<file path="config.mk">
export PLATFORM = sky130hd
export DESIGN_NAME = dbg_trace_capture
export DESIGN_NICKNAME = d
export VERILOG_FILES = /design/src/rtl/dbg_trace_capture.sv
export SDC_FILE = /design/constraint.sdc
export NUM_CORES = 1
export LEC_CHECK = 0
export CELL_PAD_IN_SITES_DETAIL_PLACEMENT = 0
export CELL_PAD_IN_SITES_GLOBAL_PLACEMENT = 2
export CORE_MARGIN = 2
export CORE_UTILIZATION = 42
export DETAILED_ROUTE_END_ITERATION = 16
export PLACE_DENSITY = 0.75
export SLEW_MARGIN = 20
export SYNTH_ARGS = -nofsm -noshare
export SYNTH_HDL_FRONTEND = slang
export SYNTH_SLANG_ARGS = --single-unit
</file>
<file path="constraint.sdc">
create_clock -name clk -period 8.6 [get_ports clk]
set_input_delay 1.29 -clock clk [delete_from_list [all_inputs] [get_ports clk]]
set_output_delay 1.29 -clock clk [all_outputs]
set_load 0.03 [all_outputs]
</file>
<file path="src/rtl/dbg_trace_capture.sv">
// rtl/dbg_trace_capture.sv - debug snapshot FIFO with framed, checksummed byte streaming
// Captures CHANNELS x WIDTH probe words plus a sequence number; emits SYNC, SEQH, SEQL, data, CHK.
module dbg_trace_capture #(
  parameter int          CHANNELS  = 8,
  parameter int          WIDTH     = 32,
  parameter int          DEPTH     = 4,
  parameter logic [7:0]  SYNC_BYTE = 8'hA5
) (
  input  logic                      clk,
  input  logic                      resetn,
  input  logic                      capture,
  input  logic                      arm,
  input  logic                      clear_ovf,
  input  logic [CHANNELS*WIDTH-1:0] probe_i,
  output logic [7:0]                tx_data,
  output logic                      tx_valid,
  input  logic                      tx_ready,
  output logic                      overflow,
  output logic [15:0]               frame_count,
  output logic                      busy
);

  localparam int DW     = CHANNELS * WIDTH;
  localparam int EW     = DW + 16;
  localparam int NBYTES = DW / 8;
  localparam int BPW    = WIDTH / 8;
  localparam int AW     = $clog2(DEPTH);
  localparam int CW     = $clog2(NBYTES) + 1;

  typedef enum logic [2:0] {
    S_IDLE, S_SYNC, S_SEQH, S_SEQL, S_DATA, S_CHK
  } state_t;

  state_t        state_q, state_d;
  logic [EW-1:0] mem [DEPTH];
  logic [AW-1:0] wr_ptr, rd_ptr;
  logic [AW:0]   count_q, count_d;
  logic [CW-1:0] idx_q, idx_d;
  logic [7:0]    chk_q, chk_d;
  logic [7:0]    data_d;
  logic          valid_d;

  logic          accept, pop, armed_cap, full, wr_en, drop;
  logic [EW-1:0] head;
  logic [15:0]   head_seq;
  logic [DW-1:0] head_data;

  assign accept    = tx_valid && tx_ready;
  assign pop       = accept && (state_q == S_CHK);
  assign armed_cap = capture && arm;
  assign full      = (count_q == (AW+1)'(DEPTH));
  // A pop in the same cycle frees the slot the write needs.
  assign wr_en     = armed_cap && (!full || pop);
  assign drop      = armed_cap && full && !pop;
  assign head      = mem[rd_ptr];
  assign head_seq  = head[EW-1 -: 16];
  assign head_data = head[DW-1:0];

  // Byte k of the payload: channel k/BPW, most significant byte of each word first.
  function automatic logic [7:0] pick(input logic [DW-1:0] d, input logic [CW-1:0] k);
    int ki, ch, j;
    ki = int'(k);
    ch = ki / BPW;
    j  = ki % BPW;
    return d[ch*WIDTH + (BPW-1-j)*8 +: 8];
  endfunction

  always_comb begin
    case ({wr_en, pop})
      2'b10:   count_d = count_q + 1'b1;
      2'b01:   count_d = count_q - 1'b1;
      default: count_d = count_q;
    endcase
  end

  always_comb begin
    state_d = state_q;
    data_d  = tx_data;
    valid_d = tx_valid;
    idx_d   = idx_q;
    chk_d   = chk_q;
    case (state_q)
      S_IDLE: if (count_q != '0) begin
        state_d = S_SYNC;
        valid_d = 1'b1;
        data_d  = SYNC_BYTE;
      end
      S_SYNC: if (accept) begin
        state_d = S_SEQH;
        data_d  = head_seq[15:8];
        chk_d   = 8'h00;
      end
      S_SEQH: if (accept) begin
        state_d = S_SEQL;
        data_d  = head_seq[7:0];
        chk_d   = chk_q ^ tx_data;
      end
      S_SEQL: if (accept) begin
        state_d = S_DATA;
        idx_d   = '0;
        data_d  = pick(head_data, '0);
        chk_d   = chk_q ^ tx_data;
      end
      S_DATA: if (accept) begin
        chk_d = chk_q ^ tx_data;
        if (idx_q == CW'(NBYTES-1)) begin
          state_d = S_CHK;
          data_d  = chk_q ^ tx_data;
        end else begin
          idx_d  = idx_q + 1'b1;
          data_d = pick(head_data, idx_q + 1'b1);
        end
      end
      S_CHK: if (accept) begin
        if (count_d != '0) begin
          state_d = S_SYNC;
          data_d  = SYNC_BYTE;
        end else begin
          state_d = S_IDLE;
          valid_d = 1'b0;
          data_d  = 8'h00;
        end
      end
      default: begin
        state_d = S_IDLE;
        valid_d = 1'b0;
      end
    endcase
  end

  always_ff @(posedge clk or negedge resetn) begin
    if (!resetn) begin
      state_q     <= S_IDLE;
      tx_data     <= 8'h00;
      tx_valid    <= 1'b0;
      idx_q       <= '0;
      chk_q       <= 8'h00;
      wr_ptr      <= '0;
      rd_ptr      <= '0;
      count_q     <= '0;
      overflow    <= 1'b0;
      frame_count <= 16'h0000;
      busy        <= 1'b0;
    end else begin
      state_q  <= state_d;
      tx_data  <= data_d;
      tx_valid <= valid_d;
      idx_q    <= idx_d;
      chk_q    <= chk_d;
      count_q  <= count_d;
      busy     <= (state_d != S_IDLE) || (count_d != '0);
      if (wr_en) wr_ptr <= wr_ptr + 1'b1;
      if (pop)   rd_ptr <= rd_ptr + 1'b1;
      if (armed_cap) frame_count <= frame_count + 16'h0001;
      if (drop)           overflow <= 1'b1;
      else if (clear_ovf) overflow <= 1'b0;
    end
  end

  always_ff @(posedge clk) begin
    if (wr_en) mem[wr_ptr] <= {frame_count, probe_i};
  end

endmodule
</file>
# Word-level counts from Yosys, hierarchy flattened
# Memories as Yosys holds them, arrays and structs flattened.
# Cells that the tools add are included.
# totals
ff_bits,51
ram_bits,1088
memories,1
out_inout_bits,27
# classes
n_reduce_logical,24
n_addsub,8
n_eq_ne,18
mux,34
bitwise,2
n_shift,1
# mem_list
memory,words,width,rd,rd_ports_with_merged_regs,wr,line_no,text
mem,4,272,1,0,1,35,logic [EW-1:0] mem [DEPTH];
# op_table
op,n
$shiftx A256 B11 Y8,1
$mux W8,10
$pmux W8 S6,1
$mux W3,7
$mux W6,3
$pmux W3 S6,1
$add A16 B1 Y16 const B,1
$ne A2 B2 Y1 const B,8
$pmux W8 S2,1
$pmux W6 S2,1
$add A10 B6 Y11,1
$eq A3 B3 Y1 const B,3
$reduce_bool A3 Y1,3
$mux W1,8
$reduce_and A4 Y1,2
$xor A8 B8 Y8,1
$reduce_and A7 Y1,1
$add A6 B1 Y6 const B,1
$eq A3 B2 Y1 const B,2
$eq A6 B5 Y1 const B,1
$logic_and A1 B1 Y1,6
$pmux W3 S2,1
$reduce_bool A2 Y1,3
$reduce_bool A6 Y1,1
other kinds (16),19

# Depth between registers and ports, before layout
# Gate-level depths: netlist of the first run.
# logic_depth
ltp_word,12
depth_mapped,12
mapped_depth_nobuf,11

# Worst setup path before layout of the first run
# OpenSTA, ideal clock, no wires.
# synth_timing
path_kind,in2reg
start,input tx_ready
end,"memory mem[0][0] (netlist name), enable pin"
stages,5
setup_slack_ns,-0.497
setup_ns,0.668
required_time_ns,7.932
n_path_buf,1
arrival_time_ns,8.430
path_cell_list,and2_1 > clkbuf_1 > nand2_1 > a31oi_1 > and2_1
# synth_via
elab_chain_cells,6
# synth_lines
element,line_no,text
from (decl),17,"input logic tx_ready,"
$logic_and A1 B1 Y1,48,assign accept = tx_valid && tx_ready;
$logic_and A1 B1 Y1,49,assign pop = accept && (state_q == S_CHK);
$logic_or A1 B1 Y1,53,assign wr_en = armed_cap && (!full || pop);
$logic_and A1 B1 Y1,53,
$mux W1,161,"if (wr_en) mem[wr_ptr] <= {frame_count, probe_i};"
$mux W1 (not written as such),161,
to (decl),35,
# Every way passes these cells.

# Worst setup path after layout of the first run
# layout_timing
start,register idx_q[0]
end,register tx_data[2]
# layout_via
elab_chain_cells,7
elab_cells_between_ends,8
classes_between,add/sub (3); eq/ne (1); shift (1); mux (3)
# layout_lines
element,line_no,text
from (decl),38,"logic [CW-1:0] idx_q, idx_d;"
from (signal assigned),148,idx_q <= idx_d;
$add A6 B1 Y6,111,"data_d = pick(head_data, idx_q + 1'b1);"
$sub A2 B2 Y3,65,return d[ch*WIDTH + (BPW-1-j)*8 +: 8];
$add A10 B6 Y11,65,
$shiftx A256 B11 Y8,65,
$mux W8 *,106,if (idx_q == CW'(NBYTES-1)) begin
$mux W8 *,104,S_DATA: if (accept) begin
$pmux W8 S6 *,82,case (state_q)
to (signal assigned),146,tx_data <= data_d;
to (decl),15,"output logic [7:0] tx_data,"
# Every way passes the cells marked *; elsewhere a longest branch is shown, timed or not. The select of a mux whose other input is x is not followed.
# A chain may end at the register's enable or synchronous reset.

==> reports/results.tsv, run 1 <==
stage	metric	value	unit
outcome	status	finished clean	
sta	RSZ-0062 raised after global routing	false	
place	gpl congestion	0.770	
detailed_routing	WL/cell	27.1	um
clocking	H-tree levels	3	
clocking	CTS tree	done	
detailed_routing	drt drc	0	
critical_path	Data required, critical path	9.12	ns
yosys	synthesis-stage register bit count	1139	
clocking	CTS Buf Count	115	
critical_path	Worst setup SP type	flop	
worst_hold_path	hold path start	overflow$_DFFE_PN0P_	
yosys	Synth Warn #	0	
worst_hold_path	hold depth	2	
die	chip width	329	um
worst_hold_path	worst hold endpoint	overflow$_DFFE_PN0P_	
critical_path	reg2reg end	tx_data[2]$_DFFE_PN0P_	
place	Detail Placement HPWL	66600	um
die	die area	0.108	mm^2
place	I/O Buffers	288	
critical_path	Crit Path Class	flop to flop	
yosys	Mapped Cells	2069	
yosys	xor/xnor share of the synthesized area	0.633	%
die	# rows	119	
die	IO Pins	289	
yosys	Synth async-reset ratio	4.48	%
sta	fmax	0.212	GHz
yosys	Post-Synth Adder-Cell Area	0.271	%
detailed_routing	Pre-Repair DR Iteration Count	5	
critical_path	reg2reg setup slack	3.89	ns
layout	Layout Nets	2669	
detailed_routing	Vias	21700	
sta	slew margin rel.	22.6	%
global_route	Overall Global Routing Usage	19.5	%
yosys	simple logic cell fraction of the synthesized area	2.83	%
yosys	mux cell area share after synthesis	15.5	%
yosys	Post-Syn Area	0.0443	mm^2
global_route	pin count of the biggest net entering global routing	160	
place	Placed Cells	3672	
power_and_ir_drop	peak supply drop	0.000175	V
worst_hold_path	HP Class	flop to flop	
layout	Post-Layout Cell Count	3886	
place	Area after DPL	0.0487	mm^2
detailed_routing	Detailed Route WL	105000	um
sta	Setup Viol. Count Final	0	
layout	share of cells above drive strength 1	20.2	%
detailed_routing	Detail Route Antenna Nets	0	
sta	Least-Margin Pin Slew	1.16	ns
yosys	Top FF cell, synth	edfxtp_1	
layout	fin area	0.0524	mm^2
sta	pins over their slew limit	0	
clocking	cts-stage hold buffer count	0	
global_route	vias in the first global route	22400	
critical_path	Critical R2R Launch	idx_q[0]$_DFFE_PN0P_	
yosys	Synth cell types	60	
yosys	register area share after synthesis	76.6	%
clocking	clk_lat worst skew	0.69	ns
layout	P&R area growth vs syn	18.3	%
clocking	clk root buf	clkbuf_16	
die	Initial Utilization	42.2	%
critical_path	critical path fanouts, max	55	
clocking	post-CTS sizing	0	
sta	setup TNS	0	ns
yosys	Synthesized Nets	2340	
detailed_routing	Highest Signal Layer	met5	
detailed_routing	DR WL met3	6430	um
detailed_routing	Vias/cell	5.58	
detailed_routing	WL met2	53200	um
clocking	Sink Count	1139	
die	chip height	329	um
yosys	Post-synth EDFFs	1088	
flow_run	number of max-cap violations	0	
detailed_routing	Metal-1 WL	43700	um
detailed_routing	1st-iter DRT viols	2055	
yosys	post-synthesis area per instance	21.4	um^2
sta	crit share post-route	54.8	%
power_and_ir_drop	PwrDens	240	mW/mm^2
die	core area	0.105	mm^2
clocking	clk slew on worst S/H paths	0.06	ns
critical_path	CP Capture Type	flop	
sta	Final min period	4.71	ns
clocking	Clock Path Buffers	3	
global_route	GRT overflow	0	
critical_path	Data arrival, critical path	5.23	ns
sta	Layout Skew	0.0210	ns
clocking	Post-CTS Setup Inserts	0	
power_and_ir_drop	leakage power	16.1	nW
sta	Final Hold Vio Count	0	
global_route	initial antenna violation count	8	
critical_path	Reg2Reg Depth	8	
global_route	global-route wire length before repair	153000	um
yosys	largest family of logic cells by synthesized area	multiplexers	
yosys	Synth Area in Compound Gates	2.69	%
## placed cells by master (no fill, tap or decap), types with 6 or more instances in the layout
cell type           n
o211ai_1           12
nand3_1            33
a41oi_1             6
a211oi_1            9
a31oi_1             7
and2_1              9
o21ai_0            36
mux4_2            289
xor2_1              6
inv_1              10
clkbuf_16         116
nor2_1             63
ha_1                7
clkdlybuf4s50_1   287
a21oi_1            29
clkbuf_1           26
a311oi_1            6
a22oi_1            29
nand4_1            12
o221ai_1            6
buf_4              20
nor3_1             17
nand2_1           105
xnor2_1            22
mux2i_1            30
buf_12              9
nand2b_1           12
clkinv_1           24
edfxtp_1         1088
dfrtp_1            48
bufinv_16           9
clkinv_2           22
## final cells by class
cell class	count	area, um^2
clock inverter	69	652
tap	1391	1740
fill	8356	52600
clock buffer	143	3010
inverter	11	41.3
sequential	1139	34000
multi-input combinational	814	9770
antenna	2	5.00
timing repair buffer	317	3210
## layer usage
layer  track usage [%]  up-vias
li1                  -     9320
met1              26.9    11500
met2              32.6      703
met3              3.50      134
met4              4.27       10
met5                 0        -
## per-stage QoR
stage	setup slack (ns)	power, mW	hold slack, ns	utilization, %
global route	3.61	13.0	0.564	49.9
global placement	3.34	7.84	0.500	46.4
CTS	3.78	12.7	0.540	49.9
floorplan	2.53	7.41	0.485	-
detailed placement	3.27	7.88	0.530	46.4
finish	3.89	12.6	0.530	49.9
## cells by family (layout without fill, tap and decap cells)
group,after synthesis,count (layout)
AOI/OAI and AO/OA,175,175
xor gates and xnor gates,32,32
adders and majority gates,9,9
buffers and inverters,116,540
DFF,1139,1139
muxes,323,323
other,0,2
and+or+nand+nor,275,275
## flip-flops by register name, summed over array words and instances, names as in the netlist
signal / count
busy: 1
chk_q: 8
count_q: 3
frame_count: 16
idx_q: 6
mem: 1088
overflow: 1
rd_ptr: 2
state_q: 3
tx_data: 8
tx_valid: 1
wr_ptr: 2
## power breakdown
group | switching, mW | total (mW) | internal (mW)
Clock | 2.06 | 4.82 | 2.76
Combinational | 0.583 | 0.921 | 0.338
Sequential | 0.145 | 6.82 | 6.67
## how the worst max path moves through the flow
stage	from	endpoint	slack [ns]
3_3_place_gp	tx_ready	mem[2][161]$_DFFE_PP_	3.34
2_1_floorplan	tx_ready	mem[0][0]$_DFFE_PP_	2.53
6_report	idx_q[0]$_DFFE_PN0P_	tx_data[2]$_DFFE_PN0P_	3.89
5_1_grt	idx_q[0]$_DFFE_PN0P_	tx_data[2]$_DFFE_PN0P_	3.61
3_5_place_dp	tx_ready	mem[1][64]$_DFFE_PP_	3.27
4_1_cts	idx_q[0]$_DFFE_PN0P_	tx_data[2]$_DFFE_PN0P_	3.78
## worst max-delay path, cell delays in order, from the launching register on
cell,delay [ns]
dfrtp_2,0.34
buf_4,0.55
ha_2,0.45
xor2_4,0.68
buf_4,0.75
mux4_2,0.42
mux4_2,0.46
o211ai_1,0.63
a41oi_1,0.20
## synthesized netlist by cell type (13+ instances only)
library cell / n / area [um^2]
buf_4: 28 / 210
nor2_1: 63 / 236
and2_1: 13 / 81.3
a21oi_1: 29 / 145
nand2_1: 105 / 394
mux4_2: 289 / 6510
nand3_1: 33 / 165
a22oi_1: 29 / 218
mux2i_1: 30 / 300
nor3_1: 17 / 85.1
xnor2_1: 24 / 210
buf_2: 37 / 185
edfxtp_1: 1088 / 32700
dfrtp_1: 51 / 1280
o21ai_0: 36 / 180
clkbuf_1: 26 / 97.6
No activity file was read; power rests on OpenSTA's default activity.
==> run 2: changes to the inputs <==
- clock period: 8.6 -> 4.2 ns (I/O delays scaled with it)
==> run 2 against run 1 <==
Effect of this change: die area stayed put; sequential share of layout area down 0.82 points; cell area rose by 1.3%; utilization grew 0.64 points; first-iteration DRC count increased by 3.6%; sequential power grew 100%; flip-flop and latch count unchanged; critical path depth down 2; critical endpoint is now tx_data[4]$_DFFE_PN0P_; largest cell class unchanged; largest power group unchanged; highest routed layer unchanged.
==> reports/results.tsv, run 2 (same netlist as run 1, synthesis figures left out) <==
stage	metric	value	unit
outcome	status	finished clean	
critical_path	CP Capture Type	flop	
layout	most frequent cells in the layout	edfxtp_1, mux4_2, clkdlybuf4s50_1	
power_and_ir_drop	Sequential Power Share	54.0	%
global_route	vias in the first global route	23000	
detailed_routing	Pre-Repair DR Iteration Count	8	
sta	Fin Hold WS	0.468	ns
sta	fmax	0.299	GHz
place	gpl congestion	0.790	
die	Initial Utilization	42.2	%
detailed_routing	Vias/cell	5.55	
detailed_routing	WL/cell	26.6	um
clocking	clk root buf	clkbuf_16	
critical_path	critical path's top delay family	compound AO/OA/AOI/OAI gates	
die	IO Pins	289	
layout	share of cells above drive strength 1	21.6	%
global_route	initial antenna violation count	17	
layout	Most flops, register	mem	
global_route	GRT overflow	0	
layout	most common cell after layout, fill and taps aside	edfxtp_1	
clocking	clk_lat worst skew	0.69	ns
clocking	CTS Buf Count	115	
layout	Final Core Density	50.5	%
critical_path	Data required, critical path	4.76	ns
clocking	Sink Count	1139	
die	die area	0.108	mm^2
sta	RSZ-0062 raised after global routing	false	
die	chip height	329	um
place	worst slack, placed	0.383	ns
clocking	Post-CTS Setup Inserts	0	
power_and_ir_drop	peak supply drop	0.000357	V
critical_path	CP Cell Sequence	mux4_2, mux4_2, a2111oi_0, o32ai_1, o21ai_1, a21oi_1	
sta	Final min period	3.34	ns
clocking	H-tree levels	3	
place	Detail Placement HPWL	69100	um
sta	Least-Margin Pin Slew	1.03	ns
critical_path	Data arrival, critical path	3.90	ns
layout	storage element area	0.0340	mm^2
sta	Setup Viol. Count Final	0	
critical_path	CP Buf/Inv Count	0	
clocking	post-CTS sizing	0	
layout	Post-Layout Cell Count	3941	
critical_path	Crit Path Class	flop to flop	
layout	P&R area growth vs syn	19.8	%
clocking	cts-stage hold buffer count	0	
sta	pins over their slew limit	0	
sta	slew margin rel.	30.8	%
detailed_routing	Detail Route Antenna Nets	0	
critical_path	critical path fanouts, max	29	
detailed_routing	Detailed Route WL	105000	um
flow_run	number of max-cap violations	0	
power_and_ir_drop	leakage power	16.5	nW
power_and_ir_drop	Internal Power	20.2	mW
layout	footprint of the multi-input gates	0.00976	mm^2
detailed_routing	drt drc	0	
clocking	CTS tree	done	
die	chip width	329	um
layout	flip-flop count of the largest register after layout	1088	
detailed_routing	1st-iter DRT viols	2128	
place	I/O Buffers	288	
global_route	Overall Global Routing Usage	19.5	%
die	core area	0.105	mm^2
sta	Worst Slack Setup Final	0.858	ns
global_route	pin count of the biggest net entering global routing	89	
detailed_routing	Vias	21900	
sta	Layout Skew	0.0170	ns
die	# rows	119	
worst_hold_path	HP Class	primary input to async pin	
layout	fillers	8363	
critical_path	Crit path top cell by count	mux4_2	
power_and_ir_drop	Comb pwr share	7.5	%
sta	setup TNS	0	ns
layout	Layout Nets	2720	
clocking	clk slew on worst S/H paths	0.06	ns
layout	Largest regs	mem: 1088 flops, frame_count: 16 flops	
global_route	global-route wire length before repair	154000	um
place	Placed Cells	3722	
clocking	Clock Path Buffers	3	
critical_path	Worst setup SP type	flop	
power_and_ir_drop	Sw Share	21.9	%
sta	Final Hold Vio Count	0	
power_and_ir_drop	PwrDens	487	mW/mm^2
power_and_ir_drop	Sw Pwr	5.65	mW
sta	crit share post-route	79.6	%
power_and_ir_drop	Clock Power Share	38.5	%
critical_path	largest stage delay on the critical path	0.80	ns
critical_path	slowest CP cell	dfrtp_4	
[run 2: cell count changes in the layout (fill, tap and decap cells not counted), sizes merged]
cell         change
clkbuf           +6
clkinvlp         -3
dlygate4sd3      +1
buf             +50
bufinv           +1
[run 2: layer usage]
| layer | wire (um) | vias up | GRT usage (%) |
|---|---|---|---|
| met5 | 136 | - | 0 |
| met4 | 1990 | 24 | 4.86 |
| met3 | 7200 | 166 | 4.50 |
| met2 | 52300 | 655 | 32.4 |
| met1 | 43300 | 11600 | 26.1 |
| li1 | - | 9443 | - |
[run 2: worst paths after layout]
check	start	endpoint	slack, ns	cells after the start
max	rd_ptr[1]$_DFFE_PN0N_	tx_data[4]$_DFFE_PN0P_	0.86	6
max reg2reg	rd_ptr[1]$_DFFE_PN0N_	tx_data[4]$_DFFE_PN0P_	0.86	6
min reg2reg	overflow$_DFFE_PN0P_	overflow$_DFFE_PN0P_	0.53	2
min in group clk	clear_ovf	overflow$_DFFE_PN0P_	0.51	2
max in group asynchronous	resetn	idx_q[0]$_DFFE_PN0P_	3.07	3
min	resetn	overflow$_DFFE_PN0P_	0.47	2
[run 2: per-stage QoR]
step	power (mW)	area, um^2
4_1_cts	26.1	53000
6_report	25.8	53100
2_1_floorplan	15.2	44300
3_5_place_dp	16.2	49400
3_3_place_gp	16.1	49400
5_1_grt	26.7	53100
[run 2: cell type report]
cell class / instances / area share (%)
Sequential cell: 1139 / 64.0
Multi-Input combinational cell: 814 / 18.4
Timing Repair Buffer: 368 / 7.30
Clock buffer: 149 / 5.78
Tap cell: 1391 / 3.28
Clock inverter: 67 / 1.17
Inverter: 11 / 0.0778
Antenna cell: 2 / 0.00943
[run 2: power groups by stage]
stage / Combinational (mW) / Sequential (mW) / Clock (mW)
6_report: 1.94 / 13.9 / 9.95
5_1_grt: 2.09 / 14.0 / 10.6
4_1_cts: 1.99 / 13.9 / 10.2
3_5_place_dp: 1.99 / 14.2 / 0
3_3_place_gp: 1.96 / 14.1 / 0
2_1_floorplan: 0.918 / 14.3 / 0
==> run 3: changes to the inputs <==
- clock period: 4.2 -> 2.91 ns (I/O delays scaled with it)
==> run 3 against run 2 <==
Effect of this change: flip-flop and latch count did not move; cell count rose by 2.6%; worst hold slack got worse by 0.11 ns; die area did not move; sequential power rose by 45%; first-iteration DRC count fell by 13%; clock power rose by 43%.
==> reports/results.tsv, run 3 (same netlist as run 1, synthesis figures left out) <==
stage	metric	value	unit
outcome	status	finished clean	
worst_hold_path	hold depth	1	
global_route	pin count of the biggest net entering global routing	87	
layout	most frequent cells in the layout	edfxtp_1, mux4_2, clkdlybuf4s50_1	
global_route	Overall Global Routing Usage	19.9	%
clocking	CTS Buf Count	113	
critical_path	largest stage delay on the critical path	0.55	ns
critical_path	reg2reg end	tx_data[1]$_DFFE_PN0P_	
global_route	vias in the first global route	23600	
detailed_routing	drt drc	0	
clocking	Clock Path Buffers	3	
flow_run	number of max-cap violations	0	
sta	fmax	0.352	GHz
detailed_routing	Vias/cell	5.49	
die	# rows	119	
detailed_routing	Detailed Route WL	108000	um
critical_path	CP Cell Sequence	buf_16, mux4_2, mux4_2, mux2i_4, buf_4, nor4_1, buf_4, a221o_1	
place	gpl congestion	0.812	
die	chip width	329	um
power_and_ir_drop	Internal Power	29.2	mW
detailed_routing	Detail Route Antenna Nets	0	
sta	Layout Skew	0.0497	ns
critical_path	Critical R2R Launch	rd_ptr[0]$_DFFE_PN0N_	
power_and_ir_drop	Sequential Power Share	53.6	%
place	Detail Placement HPWL	73500	um
critical_path	Crit Path Class	flop to flop	
critical_path	Worst setup SP type	flop	
layout	Most flops, register	mem	
place	Placed Cells	3815	
place	I/O Buffers	288	
power_and_ir_drop	PwrDens	685	mW/mm^2
critical_path	Data required, critical path	3.50	ns
global_route	global-route wire length before repair	157000	um
detailed_routing	1st-iter DRT viols	1851	
detailed_routing	Vias	22200	
power_and_ir_drop	Sw Share	22.0	%
die	chip height	329	um
power_and_ir_drop	Sw Pwr	8.25	mW
critical_path	Reg2Reg Depth	8	
detailed_routing	Pre-Repair DR Iteration Count	7	
clocking	clk root buf	clkbuf_16	
clocking	clk slew on worst S/H paths	0.06	ns
layout	Largest regs	mem: 1088 flops, frame_count: 16 flops	
worst_hold_path	hold path start	probe_i[55]	
critical_path	critical path fanouts, max	15	
critical_path	Data arrival, critical path	3.43	ns
clocking	H-tree levels	3	
sta	Final min period	2.84	ns
critical_path	slowest CP cell	dfrtp_4	
worst_hold_path	worst hold endpoint	mem[3][55]$_DFFE_PP_	
die	core area	0.105	mm^2
die	die area	0.108	mm^2
power_and_ir_drop	leakage power	17.2	nW
power_and_ir_drop	peak supply drop	0.000507	V
sta	Final Hold Vio Count	0	
layout	P&R area growth vs syn	23.4	%
die	IO Pins	289	
worst_hold_path	HP Class	primary input to flop	
die	Initial Utilization	42.2	%
layout	most common cell after layout, fill and taps aside	edfxtp_1	
sta	Setup Viol. Count Final	0	
power_and_ir_drop	Comb pwr share	8.5	%
clocking	CTS tree	done	
power_and_ir_drop	Clock Power Share	37.9	%
critical_path	CP Capture Type	flop	
layout	Post-Layout Cell Count	4044	
detailed_routing	WL/cell	26.7	um
sta	crit share post-route	97.6	%
global_route	initial antenna violation count	17	
layout	Layout Nets	2826	
sta	slew margin rel.	31.2	%
clocking	Sink Count	1139	
sta	Least-Margin Pin Slew	1.02	ns
global_route	GRT overflow	0	
sta	pins over their slew limit	0	
layout	flip-flop count of the largest register after layout	1088	
critical_path	reg2reg setup slack	0.07	ns
layout	share of cells above drive strength 1	25.7	%
power_and_ir_drop	overall power	37.5	mW
clocking	clk_lat worst skew	0.71	ns
run 3: final cells by class:
cell class	instances	area, um^2
fillers	8246	50300
flip-flops and latches	1139	34000
multi-input cells	814	9890
repair buffers	476	5390
clock buffers	139	2980
well taps	1391	1740
clock inverters	70	673
inverters	11	41.3
diodes	4	10.0
run 3: worst max-delay path, delay by kind of cell (launching register included):
family	cells	cell delay, ns
flops	1	0.55
mux	3	1.33
buf+inv	3	0.52
compound gates	1	0.24
simple gates	1	0.05
run 3: metrics by stage:
step / setup TNS [ns] / worst slack (ns) / hold slack, ns / instance area [um^2] / util (%)
global placement: -2.17 / -0.344 / 0.501 / 50600 / 48.2
floorplan: -698.47 / -0.642 / 0.141 / 44300 / -
CTS: -0.0267 / -0.0267 / 0.317 / 54400 / 51.8
detailed placement: -1.80 / -0.286 / 0.530 / 50600 / 48.2
global route: -0.000694 / -0.000667 / 0.340 / 54700 / 52.1
finish: 0 / 0.0695 / 0.360 / 54700 / 52.1
run 3: routing by layer:
metal	track usage [%]	share of wire (%)	up-vias
met5	0	0.11	-
met1	25.8	40	11700
met4	5.22	2.0	20
li1	-	-	9646
met3	4.54	6.8	141
met2	33.9	51	690
run 3: how the worst max path moves through the flow:
stage	slack [ns]	end	startpoint
detailed placement	-0.29	tx_data[2]$_DFFE_PN0P_	tx_ready
floorplan	-0.64	mem[0][0]$_DFFE_PP_	state_q[1]$_DFF_PN0_
finish	0.07	tx_data[1]$_DFFE_PN0P_	rd_ptr[0]$_DFFE_PN0N_
global route	-0.0007	tx_data[2]$_DFFE_PN0P_	state_q[1]$_DFF_PN0_
global placement	-0.34	tx_data[2]$_DFFE_PN0P_	tx_ready
CTS	-0.03	tx_data[6]$_DFFE_PN0P_	rd_ptr[0]$_DFFE_PN0N_
run 3: timing repair:
action                                 in CTS  in global routing
cloned                                      0                  5
pin swaps                                   0                  2
resized for setup                          13                 19
hold buffers                                1                  0
setup buffers                               3                  7
setup endpoints to repair                   8                  9
endpoints found under the hold margin      29                  0
run 3: power by group through the flow:
stage,Sequential [mW],Clock [mW],Combinational (mW)
after floorplan,20.5,0,1.34
after global placement,20.3,0,3.18
after detailed placement,20.4,0,3.23
after CTS,20.1,14.6,3.25
after global routing,20.2,15.2,3.41
final,20.1,14.2,3.18
